==> src/rtl/byte_deserializer_pkg.sv <==
// Shared types and constants for the byte deserializer slice.
package byte_deserializer_pkg;

    typedef enum logic [1:0] {
        IDLE   = 2'd0,
        DATA   = 2'd1,
        PARITY = 2'd2,
        STOP   = 2'd3
    } state_t;

    localparam int   DATA_BITS  = 8;
    localparam int   CNT_W      = 3;
    localparam logic STOP_LEVEL = 1'b1;

    // Even parity of a data byte: the parity bit a sender must append.
    function automatic logic even_parity(input logic [DATA_BITS-1:0] d);
        return ^d;
    endfunction

endpackage

==> src/rtl/byte_deserializer_if.sv <==
// Serial input strobe/data and received-byte outputs of the deserializer.
interface byte_deserializer_if;
    import byte_deserializer_pkg::*;

    logic                 bit_valid;
    logic                 sin;
    logic [DATA_BITS-1:0] data_out;
    logic                 load_en;
    logic                 busy;
    logic                 parity_err;
    logic                 frame_err;

    modport master (
        output bit_valid, sin,
        input  data_out, load_en, busy, parity_err, frame_err
    );

    modport slave (
        input  bit_valid, sin,
        output data_out, load_en, busy, parity_err, frame_err
    );
endinterface

==> src/rtl/byte_deserializer_frame_shifter.sv <==
// LSB-first shift register collecting data bits, with its running even parity.
module byte_deserializer_frame_shifter
    import byte_deserializer_pkg::*;
(
    input  logic                 clk,
    input  logic                 rst_n,
    input  logic                 shift_en_i,
    input  logic                 bit_i,
    output logic [DATA_BITS-1:0] data_o,
    output logic                 parity_o
);

    logic [DATA_BITS-1:0] shreg_q;
    logic [DATA_BITS-1:0] shreg_d;

    // Next value: new bit enters at the MSB so the first bit ends up in bit 0.
    always_comb begin
        shreg_d = shreg_q;
        if (shift_en_i) begin
            shreg_d = {bit_i, shreg_q[DATA_BITS-1:1]};
        end else begin
            shreg_d = shreg_q;
        end
    end

    // Shift register state.
    always_ff @(posedge clk or negedge rst_n) begin
        if (!rst_n) begin
            shreg_q <= '0;
        end else begin
            shreg_q <= shreg_d;
        end
    end

    assign data_o   = shreg_q;
    assign parity_o = even_parity(shreg_q);

endmodule

==> src/rtl/byte_deserializer.sv <==
// Receives start/8 data/optional even parity/stop frames sampled on bit_valid
// strobes and presents good bytes with a one-cycle load pulse.
module byte_deserializer
    import byte_deserializer_pkg::*;
#(
    parameter bit PARITY_EN = 1'b1
)
(
    input  logic         clk,
    input  logic         rst_n,
    byte_deserializer_if.slave bus
);

    state_t               state_q;
    logic [CNT_W-1:0]     cnt_q;
    logic                 par_mis_q;
    logic [DATA_BITS-1:0] data_out_q;
    logic                 load_en_q;
    logic                 busy_q;
    logic                 parity_err_q;
    logic                 frame_err_q;

    logic                 shift_en_s;
    logic [DATA_BITS-1:0] sh_data_s;
    logic                 sh_parity_s;

    assign shift_en_s = bus.bit_valid && (state_q == DATA);

    byte_deserializer_frame_shifter u_shifter (
        .clk        (clk),
        .rst_n      (rst_n),
        .shift_en_i (shift_en_s),
        .bit_i      (bus.sin),
        .data_o     (sh_data_s),
        .parity_o   (sh_parity_s)
    );

    // Frame FSM plus registered outputs; pulses default low every cycle and
    // are only raised on the stop sample, so load and errors share one cycle.
    always_ff @(posedge clk or negedge rst_n) begin
        if (!rst_n) begin
            state_q      <= IDLE;
            cnt_q        <= '0;
            par_mis_q    <= 1'b0;
            data_out_q   <= '0;
            load_en_q    <= 1'b0;
            busy_q       <= 1'b0;
            parity_err_q <= 1'b0;
            frame_err_q  <= 1'b0;
        end else begin
            load_en_q    <= 1'b0;
            parity_err_q <= 1'b0;
            frame_err_q  <= 1'b0;
            if (bus.bit_valid) begin
                case (state_q)
                    IDLE: begin
                        if (bus.sin == 1'b0) begin
                            state_q   <= DATA;
                            cnt_q     <= '0;
                            par_mis_q <= 1'b0;
                            busy_q    <= 1'b1;
                        end else begin
                            state_q   <= IDLE;
                        end
                    end
                    DATA: begin
                        // Counter wraps 7 -> 0 on the same sample that leaves DATA.
                        cnt_q <= cnt_q + 3'd1;
                        if (cnt_q == CNT_W'(DATA_BITS - 1)) begin
                            state_q <= PARITY_EN ? PARITY : STOP;
                        end else begin
                            state_q <= DATA;
                        end
                    end
                    PARITY: begin
                        par_mis_q <= bus.sin ^ sh_parity_s;
                        state_q   <= STOP;
                    end
                    STOP: begin
                        state_q      <= IDLE;
                        busy_q       <= 1'b0;
                        frame_err_q  <= (bus.sin != STOP_LEVEL);
                        parity_err_q <= par_mis_q;
                        if ((bus.sin == STOP_LEVEL) && !par_mis_q) begin
                            data_out_q <= sh_data_s;
                            load_en_q  <= 1'b1;
                        end else begin
                            data_out_q <= data_out_q;
                        end
                    end
                    default: begin
                        state_q <= IDLE;
                        busy_q  <= 1'b0;
                    end
                endcase
            end else begin
                state_q <= state_q;
            end
        end
    end

    assign bus.data_out   = data_out_q;
    assign bus.load_en    = load_en_q;
    assign bus.busy       = busy_q;
    assign bus.parity_err = parity_err_q;
    assign bus.frame_err  = frame_err_q;

endmodule

==> src/flat_wrapper.sv <==
// flat-port wrapper written by rule: the top's interface ports become plain ports
module byte_deserializer_flat import byte_deserializer_pkg::*;
#(
    parameter bit PARITY_EN = 1'b1
)
  (clk, rst_n, bus_bit_valid, bus_sin, bus_data_out, bus_load_en, bus_busy, bus_parity_err, bus_frame_err);
  byte_deserializer_if bus_i ();
  input  logic clk;
  input  logic rst_n;
  input wire logic [$bits(bus_i.bit_valid)-1:0] bus_bit_valid;
  input wire logic [$bits(bus_i.sin)-1:0] bus_sin;
  output wire logic [$bits(bus_i.data_out)-1:0] bus_data_out;
  output wire logic [$bits(bus_i.load_en)-1:0] bus_load_en;
  output wire logic [$bits(bus_i.busy)-1:0] bus_busy;
  output wire logic [$bits(bus_i.parity_err)-1:0] bus_parity_err;
  output wire logic [$bits(bus_i.frame_err)-1:0] bus_frame_err;
  assign bus_i.bit_valid = bus_bit_valid;
  assign bus_i.sin = bus_sin;
  assign bus_data_out = bus_i.data_out;
  assign bus_load_en = bus_i.load_en;
  assign bus_busy = bus_i.busy;
  assign bus_parity_err = bus_i.parity_err;
  assign bus_frame_err = bus_i.frame_err;
  byte_deserializer #(.PARITY_EN(PARITY_EN)) u_core (.clk(clk), .rst_n(rst_n), .bus(bus_i));
endmodule
==> config.mk <==
export PLATFORM = sky130hd
export DESIGN_NAME = byte_deserializer_flat
export DESIGN_NICKNAME = d
export VERILOG_FILES = /design/src/rtl/byte_deserializer_pkg.sv /design/src/rtl/byte_deserializer_if.sv /design/src/rtl/byte_deserializer_frame_shifter.sv /design/src/rtl/byte_deserializer.sv /design/src/flat_wrapper.sv
export SDC_FILE = /design/constraint.sdc
export NUM_CORES = 1
export LEC_CHECK = 0
export BUFFER_PORTS_ARGS = -buffer_cell sky130_fd_sc_hd__buf_2
export CAP_MARGIN = 20
export CORE_ASPECT_RATIO = 1.5
export CORE_MARGIN = 2
export CORE_UTILIZATION = 46
export CTS_CLUSTER_DIAMETER = 200
export DETAILED_ROUTE_END_ITERATION = 16
export PLACE_DENSITY = 0.65
export SLEW_MARGIN = 20
export SYNTH_ARGS = -nofsm -noshare
export SYNTH_HDL_FRONTEND = slang
export SYNTH_SLANG_ARGS = --single-unit
==> constraint.sdc <==
create_clock -name clk -period 1.45 [get_ports clk]
set_input_delay 0 -clock clk [delete_from_list [all_inputs] [get_ports clk]]
set_output_delay 0 -clock clk [all_outputs]
set_load 0.03 [all_outputs]
==> impl_metrics.toml <==
[global_routing]
grt_overflow = 0
grt_max_degree = 27
grt_use_total = 0.1530
antenna_found_initial = 0
grt_pass1_vias = 730
grt_pass1_wl_um = 3167

[sta]
fin_crit_sh = 1.004
hold_viol_final = 0
clock.fmax_mhz = 687.1
rsz0062_at_grt = "true"
worstMarginPinSlew_ns = 0.5575
slew_headroom = 0.6283
setup_ws_ns = -0.005352
post-route-min-period_ns = 1.455
tns_ns = -0.005352
slew_violations = 0
fin_skew_ns = 0.002955
setup_viol = 1

[clocking]
cts_made_buffers = 3
clockBufferDepth = 2
clk_latency_ns = 0.31
cts_tree = "done"
clk_pin_slew_worst_paths_ns = 0.14
htreeDepth = 1
clockRootBuffer = "clkbuf_4"
cts.sinks = 26

[pwr]
power.share.sequential = 0.404
p_sw_uw = 945.5
power_density_nw_per_um2 = 2101
total_power_uw = 2855
sw_frac_of_total = 0.3311
clkPwrFrac = 0.127
p_comb_frac = 0.469
worst_ir_drop_vdd_mv = 1.090
p_leak_uw = 0.0006785
internal_power_uw = 1910

[layout]
multi_input_area_um2 = 426.7
antenna_cells = 0
drive_gt1_frac = 0.4636
layout.area.seq_um2 = 651.9
fin_util = 0.6084
fin_area_um2 = 1359
nets = 117
n_fill_cell = 174
area_growth_syn_to_layout_pct = 24.97

[floorplan]
core_um2 = 2233
rows = 21
die_area_um2 = 2777
dieHeight_um = 63.55
start_util = 0.4868
ios = 16
die_w_um = 43.70

[place]
io_buffers = 15
dp_slack_ns = -0.02799
gp_congestion = 0.7852
placed_area_um2 = 1254
dpl.hpwl_um = 1264

[synth]
synthArstFlopShare = 1.000
synth_nets = 84
yosysMostFrequentCell = "dfrtp_1"
synth_flop_cell = "dfrtp_1"
synth_edf_count = 0
synth_area_um2 = 1087
yosys-top-cells-area = "dfrtp_1 (60%), mux2_2 (18%), xnor2_1 (4.8%)"
synthTopCellsByCount = "dfrtp_1 (26), mux2_2 (17), xnor2_1 (6)"
yosysTopAreaCell = "dfrtp_1"
synthCells = 78
syn_area_per_cell_um2 = 13.94
yosysTopAreaCellShare = 0.5984
yosys_register_bits = 26
yosys_warnings = 0
ys_seq_area_frac = 0.5984
synth_cell_types = 18

[setup_path]
path_common_cell = "xnor2_1"
rr_endpoint = "u_core.par_mis_q$_DFFE_PN0P_"
reg2reg_from = "u_core.u_shifter.data_o[3]$_DFFE_PN0P_"
critPathTopFamily = "XOR/XNOR gates"
startpoint_type = "flop"
worstPathBufferInverterCount = 0
path_class = "reg -> reg"
cp-end-kind = "flop"
r2r_cells = 4
r2r_slack_ns = -0.005
cpPeakStageDelay_ns = 0.43
crit_path_top_delay_cell = "xnor3_1"
cp_data_arrival_time_ns = 1.67
required_ns = 1.67
crit_fanout = 2
crit_chain = "xnor2_1 -> xnor3_1 -> xnor2_1 -> a32o_1"

[outcome]
violations = "setup timing"
status = "complete, but fails checks"

[drt]
drt_drc_violations_left = 0
wl_per_cell_um = 13.47
drtIter0Drc = 7
wirelength_um = 1791
drt_first_pass_iters = 3
vias = 690
ant_nets = 0
vias_per_cell = 5.188

[run]
maxCapViolations = 0

[min_path]
hold_class = "in -> async"
-- power groups by stage --
stage | logic [uW] | registers [uW] | clock network (uW)
detailed placement | 1220 | 1180 | 0
floorplan | 762 | 1300 | 0
global route | 1460 | 1190 | 408
CTS | 1320 | 1160 | 376
finish | 1340 | 1150 | 363
global placement | 1190 | 1160 | 0
-- kinds of logic after synthesis --
group / share of synthesized area
xor gates and xnor gates: 0.06904
adders and majority gates: 0.02301
AOI/OAI and AO/OA: 0.05293
and+or+nand+nor: 0.06445
muxes: 0.1761
DFF: 0.5984
buffers and inverters: 0.01610
-- placed cells by master, fill, tap and decap left out, drive strengths merged, types with 2 or more instances in the layout --
cell type / instances
a22o: 2
nand2: 5
clkbuf: 4
dlygate4sd3: 3
nand3: 2
inv: 2
dfrtp: 26
o21ai: 5
mux2: 17
ha: 2
xnor2: 6
nor2: 3
buf: 27
-- worst reg2reg max path: stages, from the launching register on --
cell     delay [ns]
dfrtp_1        0.42
xnor2_1        0.16
xnor3_1        0.43
xnor2_1        0.14
a32o_1         0.22
-- cell type report --
| type | instances | area share |
|---|---|---|
| Tap cell | 23 | 0.02118 |
| Sequential cell | 26 | 0.4797 |
| Timing Repair Buffer | 30 | 0.1529 |
| Inverter | 2 | 0.005525 |
| Clock buffer | 4 | 0.02670 |
| Multi-Input combinational cell | 48 | 0.3140 |
-- registers in the layout, summed over array words and instances, names as in the netlist, named ones only --
name / cells
u_core.bus.data_out: 8
u_core.par_mis_q: 1
u_core.bus.busy: 1
u_core.bus.parity_err: 1
u_core.state_q: 1
u_core.bus.load_en: 1
u_core.cnt_q: 3
u_core.u_shifter.data_o: 8
u_core.bus.frame_err: 1
-- routing by layer --
layer | vias up | global-route usage | part of all wire
li1 | 337 | - | -
met1 | 341 | 0.1830 | 0.41
met2 | 10 | 0.2592 | 0.55
met3 | 2 | 0.01719 | 0.031
met4 | 0 | 0.07955 | 0.011
met5 | - | 0 | 0
-- stage by stage --
stage	instances	hold WS, ns
after floorplan	78	-0.2956
after global placement	122	0.02697
after detailed placement	122	0.02853
after CTS	131	0.2039
after global routing	133	0.2342
final	133	0.1924
-- repair_timing --
| item | 4_1_cts | 5_1_grt |
|---|---|---|
| pin swaps | 4 | 1 |
| endpoints found under the setup margin | 1 | 13 |
| buffers inserted | 2 | 2 |
| hold endpoints to repair | 29 | 0 |
| gates resized for setup | 1 | 1 |
| hold buffers | 3 | 0 |
-- how the worst max path moves through the flow --
stage / startpoint / to / slack, ns / cells after the start
CTS: u_core.u_shifter.data_o[5]$_DFFE_PN0P_ / u_core.par_mis_q$_DFFE_PN0P_ / -0.03 / 4
floorplan: u_core.u_shifter.data_o[3]$_DFFE_PN0P_ / u_core.par_mis_q$_DFFE_PN0P_ / 0.02 / 4
finish: u_core.u_shifter.data_o[3]$_DFFE_PN0P_ / u_core.par_mis_q$_DFFE_PN0P_ / -0.005 / 4
global placement: u_core.u_shifter.data_o[3]$_DFFE_PN0P_ / u_core.par_mis_q$_DFFE_PN0P_ / 0.01 / 4
global route: u_core.u_shifter.data_o[3]$_DFFE_PN0P_ / u_core.par_mis_q$_DFFE_PN0P_ / -0.08 / 4
detailed placement: u_core.u_shifter.data_o[7]$_DFFE_PN0P_ / u_core.par_mis_q$_DFFE_PN0P_ / -0.03 / 4
No activity file was read; power rests on OpenSTA's default activity.
